--- config.mk ---
export PLATFORM = sky130hd
export DESIGN_NAME = fabric_vc_fifo_flat
export DESIGN_NICKNAME = d
export VERILOG_FILES = /design/src/rtl/fabric_vc_fifo_if.sv /design/src/rtl/fabric_vc_fifo.sv /design/src/flat_wrapper.sv
export SDC_FILE = /design/constraint.sdc
export NUM_CORES = 1
export LEC_CHECK = 0
export CAP_MARGIN = 20
export CORE_ASPECT_RATIO = 0.8
export CORE_MARGIN = 2
export CORE_UTILIZATION = 45
export CTS_BUF_LIST = sky130_fd_sc_hd__clkbuf_8
export CTS_CLUSTER_SIZE = 30
export DETAILED_ROUTE_END_ITERATION = 7
export PLACE_DENSITY = 0.75
export SYNTH_ARGS = -nofsm -noshare
export SYNTH_HDL_FRONTEND = slang
export SYNTH_SLANG_ARGS = --single-unit
export TNS_END_PERCENT = 30
--- constraint.sdc ---
create_clock -name clk -period 2.85 [get_ports clk]
set_input_delay 0.7125 -clock clk [delete_from_list [all_inputs] [get_ports clk]]
set_output_delay 0.7125 -clock clk [all_outputs]
set_load 0.1 [all_outputs]
--- src/rtl/fabric_vc_fifo_if.sv ---
// fabric_vc_fifo_if: ingress and egress valid/ready payload bundle.
// slave is the buffer side, master is the traffic source/sink side.
interface fabric_vc_fifo_if #(
  parameter int PAYLOAD_WIDTH = 34
);
  logic                     in_valid;
  logic                     in_ready;
  logic [PAYLOAD_WIDTH-1:0] in_data;
  logic                     out_valid;
  logic                     out_ready;
  logic [PAYLOAD_WIDTH-1:0] out_data;

  modport slave (
    input  in_valid, in_data, out_ready,
    output in_ready, out_valid, out_data
  );

  modport master (
    output in_valid, in_data, out_ready,
    input  in_ready, out_valid, out_data
  );
endinterface

--- src/rtl/fabric_vc_fifo.sv ---
// fabric_vc_fifo: per-tag virtual-channel queues merged by a round-robin arbiter.
// Define FABRIC_FIFO_STATS_EN for stat_occupancy / stat_stall_cnt outputs.
module fabric_vc_fifo #(
  parameter  int NUM_VC        = 4,
  parameter  int VC_DEPTH      = 2,
  parameter  int DATA_WIDTH    = 32,
  parameter  int TAG_WIDTH     = 2,
  parameter  int BYPASSABLE    = 0,
  localparam int PAYLOAD_WIDTH = DATA_WIDTH + TAG_WIDTH,
  localparam int VC_SEL_W      = (NUM_VC > 1) ? $clog2(NUM_VC) : 1,
  localparam int CNT_W         = (VC_DEPTH > 0) ? $clog2(VC_DEPTH + 1) : 1,
  localparam int CFG_W         = (BYPASSABLE > 1) ? BYPASSABLE : 1
) (
  input logic             clk,
  input logic             rst_n,
  fabric_vc_fifo_if.slave bus,
  input logic [CFG_W-1:0] cfg_data
`ifdef FABRIC_FIFO_STATS_EN
  ,
  output logic [NUM_VC*CNT_W-1:0] stat_occupancy,
  output logic [31:0]             stat_stall_cnt
`endif
);

  if (VC_DEPTH < 1) begin : g_err_depth
    $fatal(1, "COMP_FIFO_DEPTH_ZERO");
  end
  if (NUM_VC < 1 || NUM_VC > 16 || DATA_WIDTH < 1 ||
      !(BYPASSABLE inside {0, 1})) begin : g_err_type
    $fatal(1, "COMP_FIFO_INVALID_TYPE");
  end
  if (TAG_WIDTH < VC_SEL_W) begin : g_err_tag
    $fatal(1, "COMP_VC_TAG_TOO_NARROW");
  end

  localparam int PTR_W = (VC_DEPTH > 1) ? $clog2(VC_DEPTH) : 1;
  localparam int SEL_N = 2 ** VC_SEL_W;

  logic [PAYLOAD_WIDTH-1:0] mem [NUM_VC][VC_DEPTH];
  logic [PTR_W-1:0]         head [NUM_VC];
  logic [PTR_W-1:0]         tail [NUM_VC];
  logic [CNT_W-1:0]         cnt [NUM_VC];

  logic [VC_SEL_W-1:0]  rr_ptr;
  logic [VC_SEL_W-1:0]  locked_vc;
  logic [VC_SEL_W-1:0]  scan_vc;
  logic [VC_SEL_W-1:0]  grant;
  logic [VC_SEL_W-1:0]  rr_next;
  logic                 lock;
  logic                 bypass;
  logic                 q_valid;
  logic                 wr;
  logic                 rd;
  logic [TAG_WIDTH-1:0] tag;
  logic [VC_SEL_W-1:0]  vc_in;
  logic [NUM_VC-1:0]    nempty;
  logic [NUM_VC-1:0]    wr_hit;
  logic [NUM_VC-1:0]    rd_hit;
  logic [SEL_N-1:0]     full;

  function automatic logic [PTR_W-1:0] ptr_inc(
    input logic [PTR_W-1:0] p
  );
    if (VC_DEPTH == 1) return '0;
    return (int'(p) == VC_DEPTH - 1) ? '0 : p + 1'b1;
  endfunction

  assign tag    = bus.in_data[PAYLOAD_WIDTH-1 -: TAG_WIDTH];
  assign vc_in  = tag[VC_SEL_W-1:0];
  assign bypass = (BYPASSABLE == 1) && cfg_data[0];

  // Tags beyond NUM_VC read as permanently full, so they are never accepted
  always_comb begin
    full   = '1;
    nempty = '0;
    for (int v = 0; v < NUM_VC; v++) begin
      full[v]   = (cnt[v] == CNT_W'(VC_DEPTH));
      nempty[v] = (cnt[v] != '0);
    end
  end

  // Reverse scan: the last hit is the one closest to rr_ptr
  always_comb begin
    scan_vc = rr_ptr;
    for (int i = NUM_VC - 1; i >= 0; i--) begin
      if (nempty[(int'(rr_ptr) + i) % NUM_VC])
        scan_vc = VC_SEL_W'((int'(rr_ptr) + i) % NUM_VC);
    end
  end

  assign grant   = lock ? locked_vc : scan_vc;
  assign rr_next = (int'(grant) == NUM_VC - 1) ? '0 : grant + 1'b1;
  assign q_valid = |nempty;
  assign wr      = !bypass && bus.in_valid && bus.in_ready;
  assign rd      = !bypass && q_valid && bus.out_ready;

  always_comb begin
    wr_hit = '0;
    rd_hit = '0;
    for (int v = 0; v < NUM_VC; v++) begin
      wr_hit[v] = wr && (vc_in == VC_SEL_W'(v));
      rd_hit[v] = rd && (grant == VC_SEL_W'(v));
    end
  end

  always_comb begin
    if (bypass) begin
      bus.out_valid = bus.in_valid;
      bus.out_data  = bus.in_data;
      bus.in_ready  = bus.out_ready;
    end else begin
      bus.out_valid = q_valid;
      bus.out_data  = q_valid ? mem[grant][head[grant]] : '0;
      bus.in_ready  = !full[vc_in];
    end
  end

  always_ff @(posedge clk or negedge rst_n) begin
    if (!rst_n) begin
      for (int v = 0; v < NUM_VC; v++) begin
        head[v] <= '0;
        tail[v] <= '0;
        cnt[v]  <= '0;
      end
      rr_ptr    <= '0;
      lock      <= 1'b0;
      locked_vc <= '0;
    end else begin
      for (int v = 0; v < NUM_VC; v++) begin
        if (wr_hit[v]) tail[v] <= ptr_inc(tail[v]);
        if (rd_hit[v]) head[v] <= ptr_inc(head[v]);
        unique case (1'b1)
          wr_hit[v] && !rd_hit[v]: cnt[v] <= cnt[v] + 1'b1;
          rd_hit[v] && !wr_hit[v]: cnt[v] <= cnt[v] - 1'b1;
          default: ;
        endcase
      end
      if (rd) begin
        rr_ptr <= rr_next;
        lock   <= 1'b0;
      end else if (!bypass && q_valid) begin
        lock      <= 1'b1;
        locked_vc <= grant;
      end
    end
  end

  always_ff @(posedge clk) begin
    for (int v = 0; v < NUM_VC; v++) begin
      if (wr_hit[v]) mem[v][tail[v]] <= bus.in_data;
    end
  end

`ifdef FABRIC_FIFO_STATS_EN
  always_comb begin
    stat_occupancy = '0;
    for (int v = 0; v < NUM_VC; v++)
      stat_occupancy[v*CNT_W +: CNT_W] = cnt[v];
  end

  always_ff @(posedge clk or negedge rst_n) begin
    if (!rst_n) begin
      stat_stall_cnt <= '0;
    end else if (!bypass && bus.in_valid && !bus.in_ready &&
                 stat_stall_cnt != 32'hFFFF_FFFF) begin
      stat_stall_cnt <= stat_stall_cnt + 32'd1;
    end
  end
`endif

endmodule

--- src/flat_wrapper.sv ---
// flat-port wrapper written by rule: the top's interface ports become plain ports
module fabric_vc_fifo_flat 
#(
  parameter  int NUM_VC        = 4,
  parameter  int VC_DEPTH      = 2,
  parameter  int DATA_WIDTH    = 32,
  parameter  int TAG_WIDTH     = 2,
  parameter  int BYPASSABLE    = 0,
  localparam int PAYLOAD_WIDTH = DATA_WIDTH + TAG_WIDTH,
  localparam int VC_SEL_W      = (NUM_VC > 1) ? $clog2(NUM_VC) : 1,
  localparam int CNT_W         = (VC_DEPTH > 0) ? $clog2(VC_DEPTH + 1) : 1,
  localparam int CFG_W         = (BYPASSABLE > 1) ? BYPASSABLE : 1
)
  (clk, rst_n, cfg_data, bus_in_valid, bus_in_data, bus_out_ready, bus_in_ready, bus_out_valid, bus_out_data);
  fabric_vc_fifo_if #(.PAYLOAD_WIDTH(((32) + (2)))) bus_i ();
  input logic clk;
  input logic rst_n;
  input logic [CFG_W-1:0] cfg_data;
  input wire logic [$bits(bus_i.in_valid)-1:0] bus_in_valid;
  input wire logic [$bits(bus_i.in_data)-1:0] bus_in_data;
  input wire logic [$bits(bus_i.out_ready)-1:0] bus_out_ready;
  output wire logic [$bits(bus_i.in_ready)-1:0] bus_in_ready;
  output wire logic [$bits(bus_i.out_valid)-1:0] bus_out_valid;
  output wire logic [$bits(bus_i.out_data)-1:0] bus_out_data;
  assign bus_i.in_valid = bus_in_valid;
  assign bus_i.in_data = bus_in_data;
  assign bus_i.out_ready = bus_out_ready;
  assign bus_in_ready = bus_i.in_ready;
  assign bus_out_valid = bus_i.out_valid;
  assign bus_out_data = bus_i.out_data;
  fabric_vc_fifo #(.NUM_VC(NUM_VC), .VC_DEPTH(VC_DEPTH), .DATA_WIDTH(DATA_WIDTH), .TAG_WIDTH(TAG_WIDTH), .BYPASSABLE(BYPASSABLE)) u_core (.clk(clk), .rst_n(rst_n), .bus(bus_i), .cfg_data(cfg_data));
endmodule
Word-level counts from Yosys, hierarchy flattened
Memory sizes are Yosys's and may differ from the RTL's. Cells that the tools add are included. W data, S select, Z words.

$add $sub $neg: 20. Order comparisons: 15. Equal/unequal tests: 11. Mux-type cells: 65. Bitwise gates (word level): 10. Reduce and logical (&&, ||, !) cells: 50.

Operator list (number): $mux W68 (10); $mux W34 (8); $reduce_or A68 Y1 (3); $demux W34 S1 (4); $mux W1 (24); $logic_and A1 B1 Y1 (22); $mux W2 (9); $reduce_bool A2 Y1 (9); $eq A2 B2 Y1 const B (8); $pmux W2 S2 (4); $add A2 B1 Y2 const B (6); $bmux W1 S2 (6); $lt A3 B4 Y1 const B (3); $ge A2 B2 Y1 const B (5); $not A1 Y2 (5); $logic_not A1 Y1 (9); $add A1 B1 Y1 const B (8); $lt A2 B1 Y1 const B (4); $sub A2 B1 Y2 const B (4); $eq A2 B1 Y1 const B (3); $lt A2 B3 Y1 const B (2); $reduce_or A2 Y1 (3); $add A2 B2 Y2 const B (2); $logic_not A2 Y1 (2); 6 further kinds (8).

Register bits after elaboration: 21. RAM bits: 272. Output and inout bits: 36. Logic and storage cells: 187. Memories kept: 1.

Memory list: u_core.mem (words 4, bits a word 68, rd ports 1, clocked after memory_dff 0, write ports 1, RTL line fabric_vc_fifo.sv:39) `logic [PAYLOAD_WIDTH-1:0] mem [NUM_VC][VC_DEPTH];`.

Longest topological paths before layout
Word-level depth: 20. Depth in mapped cells: 12. Depth with buffers taken out: 9.

Least setup slack after synthesis
Ideal clock, no wire load.

Kind: register -> output. From: register u_core.cnt[1] (netlist bit). To: output bus_out_data[10]. Arrival time: 3.642 ns. Data required time: 2.138 ns. Path slack: -1.504 ns. Cell stages (with the launch flop): 10. Buffers on the path: 2. Cell sequence: dfrtp_1 -> buf_6 -> or4_4 -> a21oi_2 -> a221oi_2 -> a2111oi_4 -> a211oi_4 -> buf_6 -> a311o_1 -> a21oi_1.

Longest elaborated chain between the ends: 18.

Ends and longest elaborated chain: start: declaration (RTL line fabric_vc_fifo.sv:42) `logic [CNT_W-1:0] cnt [NUM_VC];`; start signal: indexed assignment (RTL line fabric_vc_fifo.sv:133) `wr_hit[v] && !rd_hit[v]: cnt[v] <= cnt[v] + 1'b1;`; start signal: indexed assignment (RTL line fabric_vc_fifo.sv:134) `rd_hit[v] && !wr_hit[v]: cnt[v] <= cnt[v] - 1'b1;`; $reduce_bool A2 Y1 * (RTL line fabric_vc_fifo.sv:78) `nempty[v] = (cnt[v] != '0);`; $bmux W1 S2 (RTL line fabric_vc_fifo.sv:86) `if (nempty[(int'(rr_ptr) + i) % NUM_VC])`; $mux W1 (implied by the code) (2 in series) (RTL line fabric_vc_fifo.sv:86); $mux W2 (4 in series) (RTL line fabric_vc_fifo.sv:86); $mux W2 (RTL line fabric_vc_fifo.sv:91) `assign grant = lock ? locked_vc : scan_vc;`; $not A2 Y3 (implied by the code) (RTL line fabric_vc_fifo.sv:113) `bus.out_data = q_valid ? mem[grant][head[grant]] : '0;`; $bmux W1 S2 (RTL line fabric_vc_fifo.sv:113); $mux W1 (implied by the code) (2 in series) (RTL line fabric_vc_fifo.sv:113); $not A1 Y2 (implied by the code) (RTL line fabric_vc_fifo.sv:113); $mux W34 (implied by the code) (3 in series) (RTL line fabric_vc_fifo.sv:113); $mux W34 * (RTL line fabric_vc_fifo.sv:113); end: declaration (RTL line flat_wrapper.sv:24) `output wire logic [$bits(bus_i.out_data)-1:0] bus_out_data;`.

Every way passes the cells marked *; elsewhere a longest branch is shown, timed or not. The select of a mux whose other input is x is not followed.

Worst setup path after layout
From: register u_core.cnt[1] (netlist bit). To: output bus_out_data[26].

Same word-level chain as after synthesis.

==> metrics.yaml <==
final_layout:
  layout.nets: 1130
  syn_to_final_growth_pct: 28.59
  fin_util: 0.5938
  fin_cells: 1481
  fillers: 2004
  drive_gt1_frac: 0.2422
setup_path:
  critical_path.slowest_cell: "or4_4"
  endpoint_kind: "primary output"
  crit_arrival_ns: 3.30
  critPathMaxFanout: 17
  slowest_delay_ns: 0.56
  cp_common_cell: "a21oi_4"
  r2r-start: "u_core.cnt[1]"
  path_class: "register to primary output"
  crit_path_start: "u_core.cnt[1]"
  path_cells: "or4_4 -> a21oi_4 -> a221oi_2 -> a2111oi_4 -> a211oi_4 -> buf_6 -> buf_16 -> a311o_1 -> a21oi_4 -> buf_12"
  worst_setup_path_start_kind: "register"
  required_ns: 2.14
logic_synthesis:
  syn-cell-area_um2: 12250
  yosysWarningCount: 0
  synth_most_common_cell: "nand2_1"
  syn_avg_cell_area_um2: 13.07
  synth_top_family_by_area: "simple AND/OR/NAND/NOR gates"
  synthesis.nets: 980
  async_flop_share: 0.07167
  synth_ff_type: "edfxtp_1"
  yosys.area.top_type: "edfxtp_1"
  synth_edf_count: 272
  synth_seq_cells: 293
  synth_cell_types: 53
  muxShareOfSynthArea: 0.002758
  syn_inst: 937
  yosys.area_share.simple: 0.1714
  synth-compound-area-share: 0.06773
  synthAdderAreaFrac: 0.004086
  netlist_top_cells_count: "276 x nand2_1, 272 x edfxtp_1, 83 x nand3_1"
  ys_top_cells_by_area: "edfxtp_1 67%, nand2_1 8.5%, dfrtp_1 4.3%"
  yosysSeqAreaShare: 0.7098
  synth_top_area_share: 0.6669
  synth-xor-area-share: 0.01502
sta:
  finClkSkew_ns: 0.009795
  hold_viol_final: 0
  maxSlewHeadroom: 0.6478
  worst_pin_slew_ns: 0.5284
  fin_crit_sh: 1.409
  slew_violations: 0
  layout_setup_ws_ns: -1.166
  rsz0062_at_grt: "true"
  setup_violations: 34
  fin_crit_ns: 4.016
  fmax_mhz: 249.0
  tns_ns: -37.49
global_route:
  grt-ovfl-total: 0
  grt_pass1_wl_mm: 45.33
  antenna_found_initial: 1
  track_usage: 0.2062
  grt_max_degree: 48
  grt_pass1_vias: 8279
floorplan:
  die_w_um: 188.5
  core_area_um2: 26530
  die_y_um: 151.6
  die_area_um2: 28560
  start_util: 0.4617
  rows: 53
  io_pins: 75
cts:
  cts_tree: "done"
  path_clk_slew_ns: 0.07
  clock-root-buffer: "clkbuf_8"
  clock_latency_ns: 0.55
  cts_sinks: 293
  clockBufferDepth: 3
  cts_made_buffers: 44
  htree_levels: 2
route:
  drt_iter0_markers: 616
  routed-via-count: 8044
  drt_wl_total_mm: 28.96
  ant_nets: 0
  vias_per_cell: 5.431
  drc: 0
  dr.pass1.iters: 5
  wl_per_cell_um: 19.55
placement:
  place_congestion: 0.8118
  io_buffers: 73
  dp.cells: 1392
  dp_hpwl_mm: 16.36
  pre_cts_ws_ns: -0.6438
run:
  drv_cap: 0
min_path:
  hp-class: "input pin to asynchronous set/reset pin"
outcome:
  violations: "setup timing"
  status: "finished with violations"
final cells by class:
cell class              instances  area [µm²]  share of cell area
inverters                       9       33.78            0.002145
flip-flops and latches        293        8696              0.5521
multi-input cells             574        3649              0.2316
diodes                          1       2.502           0.0001589
repair buffers                165        2105              0.1336
clock buffers                  47       646.9             0.04107
well taps                     357       446.7             0.02836
clock inverters                35       171.4             0.01088
metrics by stage:
| step | hold WS [ns] | area (µm²) |
|---|---|---|
| floorplan | 0.4169 | 12560 |
| detailed placement | 0.5146 | 14760 |
| CTS | 0.5285 | 15700 |
| global placement | 0.5156 | 14760 |
| finish | 0.5296 | 15750 |
| global route | 0.5541 | 15750 |
routing by layer:
metal	wire [µm]	global-route usage
met5	0	0
met2	14340	0.3601
met3	2002	0.03892
met4	655	0.06992
met1	11960	0.2610
cell usage in the layout (no fill, tap or decap), types with 5 or more instances in the layout:
cell type / n
buf_4: 67
xnor2_1: 17
and3_1: 34
edfxtp_1: 272
clkinv_2: 5
clkbuf_8: 47
nand3_1: 79
nor2_4: 8
clkinv_1: 11
a21oi_4: 36
nor2_1: 12
dfrtp_1: 19
nand3_2: 23
a311o_1: 34
inv_1: 25
clkdlybuf4s50_1: 37
nand2_1: 276
buf_12: 56
flip-flops by register name (all words and copies together) (netlist names):
signal,count
u_core.mem,272
u_core.cnt,8
u_core.head,4
u_core.tail,4
u_core.locked_vc,2
u_core.rr_ptr,2
u_core.lock,1
worst paths after layout:
| check | slack (ns) | cells past startpoint | endpoint |
|---|---|---|---|
| worst min-delay path | 0.53 | 2 | u_core.locked_vc[1] |
| max in group asynchronous | 2.07 | 2 | u_core.cnt[0] |
| min in group clk | 0.53 | 2 | u_core.head[3] |
| worst min register to register | 0.53 | 2 | u_core.head[3] |
| worst max register to register | 0.12 | 9 | u_core.cnt[3] |
| worst max-delay path | -1.17 | 10 | bus_out_data[26] |
critical path, delay by kind of cell, from the launching register on:
family / cells / cell delay [ns]
AO/OA/AOI/OAI: 6 / 1.26
AND/OR/NAND/NOR: 1 / 0.56
buffers and inverters: 3 / 0.51
flip-flops: 1 / 0.43
cells by family (layout without fill, tap and decap cells):
group                      count (synthesis)  count (layout)
adders and majority gates                  4               4
xor gates and xnor gates                  21              21
buffers and inverters                     70             256
DFF                                      293             293
muxes                                      2               2
AOI/OAI and AO/OA                         92              92
and+or+nand+nor                          455             455
other                                      0               1
repair_timing:
item | in CTS | in global routing
setup buffers | 1 | 3
hold endpoints to repair | 0 | 0
pin swaps | 9 | 3
resized for setup | 11 | 6
hold buffers | 0 | 0
endpoints found under the setup margin | 34 | 36
cloned | 2 | 0
Power is not shown: default switching activity piles up to over one toggle a cycle in this logic, so the estimate is an artifact.
